File: src/rtl/calculator_pkg.sv
`default_nettype none
// ============================================================================
// Package     : calculator_pkg
// Description : Shared calculator widths and the result packer state type.
//               DATA_W        - width of one ALU result
//               MEM_WORD_SIZE - width of one memory word
//               packer_state_e - FILL (assembling) / HOLD (completed word
//                                waiting for the output slot)
// Revision    : 1.0 - initial release
// ============================================================================
package calculator_pkg;

  localparam int DATA_W        = 32;
  localparam int MEM_WORD_SIZE = 64;

  typedef enum logic [0:0] {
    FILL = 1'b0,
    HOLD = 1'b1
  } packer_state_e;

endpackage
`default_nettype wire

File: src/rtl/result_packer_if.sv
`default_nettype none
// ============================================================================
// Interface   : result_packer_if
// Description : Result-in / word-out signal bundle of the result packer.
//               result_i, result_valid_i, result_ready_o : ALU result handshake
//               mode_i, lane_sel_i, flush_i              : lane control
//               word_o, word_valid_o, word_ready_i       : packed word handshake
//               lane_ptr_o                               : next auto lane
//               word_mask_o (RESULT_PACKER_LANE_MASK_EN) : lanes written in word_o
//               slave  modport : the packer
//               master modport : the ALU / memory-controller side
// Revision    : 1.0 - initial release
// ============================================================================
interface result_packer_if #(
  parameter int LANE_W = 32,
  parameter int WORD_W = 64
);

  localparam int LANES = WORD_W / LANE_W;
  localparam int IDX_W = (LANES > 1) ? $clog2(LANES) : 1;

  logic [LANE_W-1:0] result_i;
  logic              result_valid_i;
  logic              result_ready_o;
  logic              mode_i;
  logic [IDX_W-1:0]  lane_sel_i;
  logic              flush_i;
  logic [WORD_W-1:0] word_o;
  logic              word_valid_o;
  logic              word_ready_i;
  logic [IDX_W-1:0]  lane_ptr_o;
`ifdef RESULT_PACKER_LANE_MASK_EN
  logic [LANES-1:0]  word_mask_o;
`endif

  modport slave (
    input  result_i, result_valid_i, mode_i, lane_sel_i, flush_i, word_ready_i,
    output result_ready_o, word_o, word_valid_o, lane_ptr_o
`ifdef RESULT_PACKER_LANE_MASK_EN
    , output word_mask_o
`endif
  );

  modport master (
    output result_i, result_valid_i, mode_i, lane_sel_i, flush_i, word_ready_i,
    input  result_ready_o, word_o, word_valid_o, lane_ptr_o
`ifdef RESULT_PACKER_LANE_MASK_EN
    , input word_mask_o
`endif
  );

endinterface
`default_nettype wire

File: src/rtl/result_packer.sv
`default_nettype none
// ============================================================================
// Module      : result_packer
// Description : Packs successive LANE_W-bit ALU results into WORD_W-bit memory
//               words and presents finished words on a valid/ready output.
//               Lanes are chosen by an auto-incrementing pointer (mode_i=0) or
//               by lane_sel_i (mode_i=1). A word completes when every lane has
//               been written or on flush_i with at least one lane written.
//               One output slot plus one pending word give backpressure.
// Ports       : clk_i - clock
//               rst_i - synchronous active-high reset
//               bus   - result_packer_if.slave (see interface header)
// Options     : RESULT_PACKER_LANE_MASK_EN - adds bus.word_mask_o, the set of
//               lanes written in word_o.
// Revision    : 1.0 - initial release
// ============================================================================
module result_packer
  import calculator_pkg::*;
#(
  parameter int LANE_W = DATA_W,
  parameter int WORD_W = MEM_WORD_SIZE
) (
  input  wire             clk_i,
  input  wire             rst_i,
  result_packer_if.slave  bus
);

  localparam int LANES = WORD_W / LANE_W;
  localparam int IDX_W = (LANES > 1) ? $clog2(LANES) : 1;

  generate
    if ((WORD_W % LANE_W) != 0) begin : g_bad_width
      $error("result_packer: WORD_W must be a multiple of LANE_W");
    end
  endgenerate

  packer_state_e     state_q, state_d;
  logic [WORD_W-1:0] asm_q, asm_d;
  logic [LANES-1:0]  mask_q, mask_d;
  logic [IDX_W-1:0]  ptr_q, ptr_d;
  logic [WORD_W-1:0] slot_q, slot_d;
  logic              slot_valid_q, slot_valid_d;
  logic [WORD_W-1:0] pend_q, pend_d;
`ifdef RESULT_PACKER_LANE_MASK_EN
  logic [LANES-1:0]  slot_mask_q, slot_mask_d;
  logic [LANES-1:0]  pend_mask_q, pend_mask_d;
`endif

  logic              accept;
  logic              drain;
  logic              slot_free;
  logic              complete;
  logic [IDX_W-1:0]  lane;
  logic [WORD_W-1:0] wr_word;
  logic [LANES-1:0]  wr_mask;

  assign accept    = bus.result_valid_i && (state_q == FILL);
  assign drain     = slot_valid_q && bus.word_ready_i;
  // The slot can take a new word if it is empty or is handing its word off now.
  assign slot_free = !slot_valid_q || drain;
  assign lane      = bus.mode_i ? bus.lane_sel_i : ptr_q;

  always_comb begin
    wr_word = asm_q;
    wr_mask = mask_q;
    if (accept) begin
      for (int i = 0; i < LANES; i++) begin
        if (lane == IDX_W'(i)) begin
          wr_word[i*LANE_W +: LANE_W] = bus.result_i;
          wr_mask[i]                  = 1'b1;
        end
      end
    end
    // Flush sees the mask including a result accepted in the same cycle.
    complete = (state_q == FILL) &&
               ((accept && (&wr_mask)) || (bus.flush_i && (|wr_mask)));
  end

  always_comb begin
    state_d      = state_q;
    asm_d        = asm_q;
    mask_d       = mask_q;
    ptr_d        = ptr_q;
    slot_d       = slot_q;
    slot_valid_d = slot_valid_q;
    pend_d       = pend_q;
`ifdef RESULT_PACKER_LANE_MASK_EN
    slot_mask_d  = slot_mask_q;
    pend_mask_d  = pend_mask_q;
`endif

    if (drain) begin
      slot_valid_d = 1'b0;
    end

    case (state_q)
      FILL: begin
        if (complete) begin
          // Cleared assembly register guarantees unwritten lanes read as 0.
          asm_d  = '0;
          mask_d = '0;
          ptr_d  = '0;
          if (slot_free) begin
            slot_d       = wr_word;
            slot_valid_d = 1'b1;
`ifdef RESULT_PACKER_LANE_MASK_EN
            slot_mask_d  = wr_mask;
`endif
          end else begin
            pend_d  = wr_word;
`ifdef RESULT_PACKER_LANE_MASK_EN
            pend_mask_d = wr_mask;
`endif
            state_d = HOLD;
          end
        end else if (accept) begin
          asm_d  = wr_word;
          mask_d = wr_mask;
          if (!bus.mode_i) begin
            ptr_d = (ptr_q == IDX_W'(LANES - 1)) ? '0 : ptr_q + IDX_W'(1);
          end
        end
      end
      HOLD: begin
        if (drain) begin
          slot_d       = pend_q;
          slot_valid_d = 1'b1;
`ifdef RESULT_PACKER_LANE_MASK_EN
          slot_mask_d  = pend_mask_q;
`endif
          state_d      = FILL;
        end
      end
      default: state_d = FILL;
    endcase
  end

  always_ff @(posedge clk_i) begin
    if (rst_i) begin
      state_q      <= FILL;
      asm_q        <= '0;
      mask_q       <= '0;
      ptr_q        <= '0;
      slot_q       <= '0;
      slot_valid_q <= 1'b0;
      pend_q       <= '0;
`ifdef RESULT_PACKER_LANE_MASK_EN
      slot_mask_q  <= '0;
      pend_mask_q  <= '0;
`endif
    end else begin
      state_q      <= state_d;
      asm_q        <= asm_d;
      mask_q       <= mask_d;
      ptr_q        <= ptr_d;
      slot_q       <= slot_d;
      slot_valid_q <= slot_valid_d;
      pend_q       <= pend_d;
`ifdef RESULT_PACKER_LANE_MASK_EN
      slot_mask_q  <= slot_mask_d;
      pend_mask_q  <= pend_mask_d;
`endif
    end
  end

  assign bus.result_ready_o = (state_q == FILL);
  assign bus.word_o         = slot_q;
  assign bus.word_valid_o   = slot_valid_q;
  assign bus.lane_ptr_o     = ptr_q;
`ifdef RESULT_PACKER_LANE_MASK_EN
  assign bus.word_mask_o    = slot_mask_q;
`endif

endmodule
`default_nettype wire

File: src/flat_wrapper.sv
// flat-port wrapper written by rule: the top's interface ports become plain ports
module result_packer_flat import calculator_pkg::*;
#(
  parameter int LANE_W = DATA_W,
  parameter int WORD_W = MEM_WORD_SIZE
)
  (clk_i, rst_i, bus_result_i, bus_result_valid_i, bus_mode_i, bus_lane_sel_i, bus_flush_i, bus_word_ready_i, bus_result_ready_o, bus_word_o, bus_word_valid_o, bus_lane_ptr_o);
  result_packer_if #(.LANE_W(LANE_W), .WORD_W(WORD_W)) bus_i ();
  input  wire clk_i;
  input  wire rst_i;
  input wire logic [$bits(bus_i.result_i)-1:0] bus_result_i;
  input wire logic [$bits(bus_i.result_valid_i)-1:0] bus_result_valid_i;
  input wire logic [$bits(bus_i.mode_i)-1:0] bus_mode_i;
  input wire logic [$bits(bus_i.lane_sel_i)-1:0] bus_lane_sel_i;
  input wire logic [$bits(bus_i.flush_i)-1:0] bus_flush_i;
  input wire logic [$bits(bus_i.word_ready_i)-1:0] bus_word_ready_i;
  output wire logic [$bits(bus_i.result_ready_o)-1:0] bus_result_ready_o;
  output wire logic [$bits(bus_i.word_o)-1:0] bus_word_o;
  output wire logic [$bits(bus_i.word_valid_o)-1:0] bus_word_valid_o;
  output wire logic [$bits(bus_i.lane_ptr_o)-1:0] bus_lane_ptr_o;
  assign bus_i.result_i = bus_result_i;
  assign bus_i.result_valid_i = bus_result_valid_i;
  assign bus_i.mode_i = bus_mode_i;
  assign bus_i.lane_sel_i = bus_lane_sel_i;
  assign bus_i.flush_i = bus_flush_i;
  assign bus_i.word_ready_i = bus_word_ready_i;
  assign bus_result_ready_o = bus_i.result_ready_o;
  assign bus_word_o = bus_i.word_o;
  assign bus_word_valid_o = bus_i.word_valid_o;
  assign bus_lane_ptr_o = bus_i.lane_ptr_o;
  result_packer #(.LANE_W(LANE_W), .WORD_W(WORD_W)) u_core (.clk_i(clk_i), .rst_i(rst_i), .bus(bus_i));
endmodule
File: config.mk
export PLATFORM = sky130hd
export DESIGN_NAME = result_packer_flat
export DESIGN_NICKNAME = d
export VERILOG_FILES = /design/src/rtl/calculator_pkg.sv /design/src/rtl/result_packer_if.sv /design/src/rtl/result_packer.sv /design/src/flat_wrapper.sv
export SDC_FILE = /design/constraint.sdc
export NUM_CORES = 1
export LEC_CHECK = 0
export ABC_AREA = 1
export CAP_MARGIN = 20
export CORE_MARGIN = 2
export CORE_UTILIZATION = 56
export DETAILED_ROUTE_END_ITERATION = 16
export GPL_TIMING_DRIVEN = 0
export PLACE_DENSITY = 0.8
export REMOVE_ABC_BUFFERS = 1
export SLEW_MARGIN = 25
export SYNTH_ARGS = -nofsm -noshare
export SYNTH_HDL_FRONTEND = slang
export SYNTH_SLANG_ARGS = --single-unit
File: constraint.sdc
create_clock -name clk_i -period 1.9 [get_ports clk_i]
set_clock_uncertainty 0.1 [all_clocks]
set_input_delay 0.19 -clock clk_i [delete_from_list [all_inputs] [get_ports clk_i]]
set_output_delay 0.19 -clock clk_i [all_outputs]
set_load 0.005 [all_outputs]
* Word-level counts from Yosys, hierarchy flattened
Cells that the tools add are included.
** Word-level totals
- Bits in registers :: 197
- Bits in latches :: 0
- Bits in writable memories :: 0
- Memory bits (read-only) :: 0
- Bits of input ports :: 39
- Output and inout bits :: 67
- Memories kept :: 0
** Operators by class
- Add/sub/neg operators :: 1
- Multipliers :: 0
- Div/mod/pow operators :: 0
- $lt $le $gt $ge :: 0
- Equality and inequality tests :: 4
- Shifts and indexed selects :: 0
- Multiplexer cells :: 28
- Bitwise gates (word level) :: 2
- Reductions and logical operators :: 15
** Operators by type and width (number)
- $mux 64 :: 6
- $pmux 64 s2 :: 1
- $mux 32 :: 2
- $mux 1 :: 14
- $reduce_and 3->1 :: 3
- $mux 2 :: 3
- $ne 2x1->1 const B :: 3
- $logic_and 1x1->1 :: 5
- $pmux 1 s2 :: 2
- $reduce_and 2->1 :: 2
- $logic_or 1x1->1 :: 2
- $ne 2x2->1 const B :: 1
- $not 1->1 :: 2
- $reduce_bool 2->1 :: 1
- $reduce_or 2->1 :: 1
- $add 1x1->1 const B :: 1
- $logic_not 1->1 :: 1

* Logic depth before layout (Yosys ltp)
- Depth in word-level cells :: 9
- Gate-level depth with buffers :: 13

* Least setup slack after synthesis
OpenSTA, ideal clock, no wires.
- Path type :: register to register
- Start :: register u_core.state_q
- End :: register u_core.pend_q[0]
- Arrival :: 1.452 ns
- Slack :: 0.238 ns
- Stages on the path, launching flop included :: 12
- Path buffers :: 3
- Clock period less this slack :: 1.662 ns
- Cell sequence :: dfxtp_1 -> buf_6 -> nor2_4 -> nand3_2 -> nand2_1 -> nand3_2 -> nand2_2 -> buf_4 -> buf_2 -> nand4_1 -> nand2_1 -> nor2_1
** Between the ends
- Cells in the longest elaborated chain, start to end :: 8
- Elaborated cells between the ends (all ways) :: 11
** Ends and longest elaborated chain
- start, declared :: line result_packer.sv:37 : packer_state_e state_q, state_d;
- start signal, assigned :: line result_packer.sv:152 : state_q <= state_d;
- $not 1->1 (no source line) *
- $logic_and 1x1->1 :: line result_packer.sv:57 : assign accept = bus.result_valid_i && (state_q == FILL);
- $mux 2 :: line result_packer.sv:66 : if (accept) begin
- $reduce_and 2->1 or $reduce_or 2->1 (tied branches) :: line result_packer.sv:76 : ((accept && (&wr_mask)) || (bus.flush_i && (|wr_mask)));
- $logic_and 1x1->1 :: line result_packer.sv:76
- $logic_or 1x1->1 :: line result_packer.sv:76
- $logic_and 1x1->1 :: line result_packer.sv:75 : complete = (state_q == FILL) &&
- $reduce_and 3->1 (no source line)
- end signal, assigned :: line result_packer.sv:158 : pend_q <= pend_d;
- end, declared :: line result_packer.sv:43 : logic [WORD_W-1:0] pend_q, pend_d;
Mark *: on every way between the ends. The rest lies on a longest branch, timed or not.
A chain may end at the register's enable or synchronous reset.

* Worst setup path in the final report
- Start :: register u_core.state_q
- End :: register u_core.slot_q[52] (netlist: u_core.bus.word_o[52])
** Between the ends
- Cells in the longest elaborated chain, start to end :: 9
- Elaborated cells between the ends (all ways) :: 17
** Ends and longest elaborated chain
- $not 1->1 (no source line)
- $logic_and 1x1->1 :: line result_packer.sv:57
- $mux 2 :: line result_packer.sv:66
- $reduce_and 2->1 or $reduce_or 2->1 (tied branches) :: line result_packer.sv:76
- $logic_and 1x1->1 :: line result_packer.sv:76
- $logic_or 1x1->1 :: line result_packer.sv:76
- $logic_and 1x1->1 :: line result_packer.sv:75
- $ne 2x1->1 (no source line)
- $reduce_and 3->1 (no source line)
- end signal, assigned :: line result_packer.sv:156 : slot_q <= slot_d;
- end, declared :: line result_packer.sv:41 : logic [WORD_W-1:0] slot_q, slot_d;
Several ways; a longest one is shown, not always the timed one. The select of a mux whose other input is x is not followed.

==> results by stage <==
Status:
- The run finished, with violations left.
- The final reports fail on negative setup slack.

Synth:
- Among all cell types in the netlist, the one instantiated most often is sky130_fd_sc_hd__nand2_1.
- The total of flip-flops plus latches after synthesis is 197.
- The number of warnings issued by yosys is 0.
- The post-synthesis cell count is 1424.
- The number of enable-type register cells in the synthesized netlist is 0.
- For this run, the register share of the synthesized area comes to 0.422.
- The synthesized netlist contains 27 unique library cells.
- In this run the cell area of the synthesized design comes to 9350 sq um.
- The mean post-synth cell area is 6.57 sq um.
- By count the netlist is led by 401 x sky130_fd_sc_hd__nand2_1, 227 x sky130_fd_sc_hd__inv_1, 197 x sky130_fd_sc_hd__dfxtp_1, 170 x sky130_fd_sc_hd__nor2_1, 87 x sky130_fd_sc_hd__o21ai_0.
- The share of synthesized area in the top cell type comes to 0.422.
- After synthesis, the share of flip-flops with an asynchronous set or reset is 0.
- For this run, the leading register cell type out of synthesis is sky130_fd_sc_hd__dfxtp_1.
- After synthesis, the cell types taking the most area are sky130_fd_sc_hd__dfxtp_1 42%, sky130_fd_sc_hd__nand2_1 16%, sky130_fd_sc_hd__inv_1 9.1%.
- The library cell with the largest summed area after synthesis is sky130_fd_sc_hd__dfxtp_1.

Critical path:
- The stage delay of the slowest cell on the critical path is 380 ps.
- The required time reported for the critical path endpoint is 2140 ps.
- STA classifies the critical path endpoint as a flop.
- The sum of buffers and inverters on the critical path is 4.
- Grouping stages by cell kind, the critical path spends the most delay in buffers and inverters.
- The maximum fanout encountered on the critical timing path is 20.
- The most critical setup path has its endpoint at u_core.bus.word_o[52]$_SDFFE_PP0P_.
- The startpoint of the most critical setup path is u_core.state_q$_SDFF_PP0_.
- The signal on the critical path passes through buf_4, inv_16, buf_8, bufbuf_16, nand3_1, nand2_1, nand3_1, nand2_1, nor2_1.
- By startpoint and endpoint, the worst setup path is classified as reg2reg.
- Counting buffers and inverters, the worst setup path is 9 cells deep.
- Data arrives at the worst endpoint at 2480 ps.
- The worst setup path is launched from a flop.
- The register-to-register setup slack is -340 ps.
- The length in cells of the worst reg-to-reg path is 9.
- The terminus of the critical flop-to-flop path is u_core.bus.word_o[52]$_SDFFE_PP0P_.
- The cell type of the slowest stage on the worst timing path is sky130_fd_sc_hd__dfxtp_4.
- The reg-to-reg critical path startpoint is u_core.state_q$_SDFF_PP0_.

Global routing:
- The first global-routing pass estimated 45.5 mm of wire.
- Entering global routing, the biggest net connects 82 pins.
- The number of antenna violations at the first check in global routing is 0.
- After global routing the overflow that remains totals 0.
- For this run, the total global-route usage over all layers was measured as 0.322.
- The via count of the first global-routing pass is 9241.

STA:
- The final count of pins violating max slew is 0.
- For the pin with the worst max-slew slack, the measured transition is 628 ps.
- For the finished layout, the period the worst path requires is 2240 ps.
- The maximum achievable frequency is 0.446 GHz.
- Setup repair after global routing could not meet its margin everywhere.
- The number of hold-slack violations in the final timing report is 0.
- The final setup violation count is 155.
- Dividing the final minimum period by the clock period gives 1.18.
- Setup slack on the critical path of the routed design comes to -344 ps.
- Headroom to the max-slew limit came out at 0.581.
- For the final routed database, the setup TNS stands at -14200 ps.

Detailed routing:
- In the final routed layout, each cell accounts on average for 20.0 um.
- After detailed routing, the number of vias per cell comes to 5.88.
- The sum of routed wire length over all layers is 35.5 mm.
- In this run, the number of DRC markers left after iteration 0 of detailed routing was 1744.
- Before antenna repair, the detailed router went through 7 iterations.
- The count of nets left with antenna violations once routing finished came out at 0.
- After detailed routing, the number of remaining DRC violations is 0.
- For this block, the via count after detailed routing is 10500.

Clock tree:
- The root buffer selected by CTS is sky130_fd_sc_hd__clkbuf_16.
- The later-pin clock latency in the skew report is 440 ps.
- The number of CTS-inserted buffers is 17.
- The number of buffers inserted by hold repair at cts is 0.
- In this run the number of H-tree levels came out at 4.
- TritonCTS built the clock tree.
- The number of buffers on the longest clock path is 2.
- Clock-pin slew was measured on the worst setup and hold paths at 80 ps.
- The CTS sink count is 197.

Layout:
- The share of cells above drive strength 1 is 0.192.
- The number of fill cells in the layout is 1024.
- 0 antenna diodes ended up in the layout.
- At the end of the flow, the number of nets in the layout was 1587.
- The final instance count without filler cells is 1781.
- The total non-filler cell area in the finished layout is 13100 sq um.
- The area added between synthesis and finish is 40.4%.

Placement:
- The sum of net half-perimeters after detailed placement is 12.2 mm.
- OpenSTA, run right after detailed placement, puts the worst setup slack at -2800 ps.
- The cell total after placement is 1661.
- The weighted congestion reported at the end of routability-driven placement is 0.755.
- The count of buffers added on input and output ports is 105.
- Summing all placed instances gives a cell area of 10500 sq um.

Floorplanning:
- The top-level I/O count is 106.
- The core region is 16500 sq um.
- From left edge to right edge, the die measures 133 um.
- The die covers 17700 sq um.
- The floorplan step set the die height to 133 um.
- The number of standard-cell rows in the floorplan is 47.
- The initial core utilization is 0.568.

Hold path:
- The worst hold path belongs to the class in2reg.
- The cell depth of the worst min-delay path is 2.
- The startpoint of the tightest hold check path is rst_i.

Pwr:
- The total power density per cell area is 876 nW/um^2.
- The total leakage power is 5.80 nW.
- The maximum resistive drop on vdd is 0.000712 V.

Flow run:
- The tool flagged a number of max-cap violations equal to 0.
cells in the final DEF, fill, tap and decap left out, types with 4 or more instances in the layout:
| cell type | count |
|---|---|
| sky130_fd_sc_hd__o21a_1 | 7 |
| sky130_fd_sc_hd__clkinvlp_4 | 4 |
| sky130_fd_sc_hd__nand2_1 | 324 |
| sky130_fd_sc_hd__or2_1 | 20 |
| sky130_fd_sc_hd__nand4_1 | 64 |
| sky130_fd_sc_hd__buf_12 | 10 |
| sky130_fd_sc_hd__clkinv_2 | 4 |
| sky130_fd_sc_hd__and2_1 | 17 |
| sky130_fd_sc_hd__nand3_4 | 9 |
| sky130_fd_sc_hd__nor3b_1 | 39 |
| sky130_fd_sc_hd__nor2_1 | 125 |
| sky130_fd_sc_hd__dfxtp_1 | 194 |
| sky130_fd_sc_hd__buf_4 | 26 |
| sky130_fd_sc_hd__buf_16 | 12 |
| sky130_fd_sc_hd__o21ai_0 | 75 |
| sky130_fd_sc_hd__o21ai_1 | 14 |
| sky130_fd_sc_hd__buf_6 | 14 |
| sky130_fd_sc_hd__nor2_2 | 36 |
| sky130_fd_sc_hd__nand2_4 | 37 |
| sky130_fd_sc_hd__nand3_1 | 49 |
| sky130_fd_sc_hd__inv_1 | 202 |
| sky130_fd_sc_hd__nor2_4 | 11 |
| sky130_fd_sc_hd__clkdlybuf4s50_1 | 103 |
| sky130_fd_sc_hd__or2_4 | 5 |
| sky130_fd_sc_hd__nand2_8 | 19 |
| sky130_fd_sc_hd__clkbuf_16 | 25 |
| sky130_fd_sc_hd__inv_2 | 22 |
| sky130_fd_sc_hd__nand2_2 | 39 |
| sky130_fd_sc_hd__a21oi_1 | 25 |
timing repair:
action	4_1_cts	5_1_grt
resized for setup	65	210
setup endpoints to repair	198	198
setup buffers	34	17
pin swaps	17	63
cloned	21	21
worst min path at each step:
stage | end
global route | u_core.mask_q[1]$_SDFFE_PP0P_
CTS | u_core.mask_q[1]$_SDFFE_PP0P_
floorplan | u_core.state_q$_SDFF_PP0_
finish | u_core.mask_q[1]$_SDFFE_PP0P_
global placement | u_core.bus.word_o[37]$_SDFFE_PP0P_
detailed placement | u_core.bus.word_o[51]$_SDFFE_PP0P_
cells by family (layout without fill, tap and decap cells):
logic type / after synthesis / in the layout / share of synthesized area
AO/OA/AOI/OAI: 125 / 126 / 0.0691
XOR/XNOR: 1 / 1 / 0.000937
buffers and inverters: 327 / 441 / 0.142
flip-flops: 197 / 197 / 0.422
AND/OR/NAND/NOR: 774 / 796 / 0.366
report_power, final:
part	switching, mW	internal, mW	leakage, nW
clock network	1.67	1.99	0.282
logic	1.84	1.40	3.91
registers	0.151	4.44	1.61
total	3.66	7.83	5.80
state kept, by name, indices dropped and copies added (netlist names):
signal                   count
u_core.bus.word_o           64
u_core.mask_q                2
u_core.bus.word_valid_o      1
u_core.asm_q                64
u_core.state_q               1
u_core.bus.lane_ptr_o        1
u_core.pend_q               64
through the flow:
stage | hold slack (ps) | total power [mW] | util
final | 170 | 11.5 | 0.797
after global routing | 142 | 11.9 | 0.797
after CTS | 106 | 10.7 | 0.731
after detailed placement | 369 | 6.69 | 0.640
after global placement | 361 | 6.63 | 0.620
after floorplan | 159 | 5.83 | -
area by class of cell:
class                           count  area, sq um  area share
Clock buffer                       21          492      0.0375
Timing Repair inverter              1         8.76    0.000667
Sequential cell                   197         3950       0.301
Clock inverter                     11         97.6     0.00743
Tap cell                          220          275      0.0210
Multi-Input combinational cell    923         5150       0.392
Timing Repair Buffer              180         2250       0.171
Inverter                          228          902      0.0687
worst reg2reg max path: cells and delay by family, from the launching register on:
kind | cells | cell delay, ps
buf+inv | 4 | 880
simple gates | 5 | 780
flops | 1 | 380
metal layers:
layer  GRT usage  share of wire  up-vias
li1            -              -     4644
met1       0.399           0.35     4717
met2       0.527           0.44      806
met3      0.0677           0.13      298
met4       0.173          0.080        0
met5           0              0        -
Note: power is estimated with default switching activity, not from simulation.
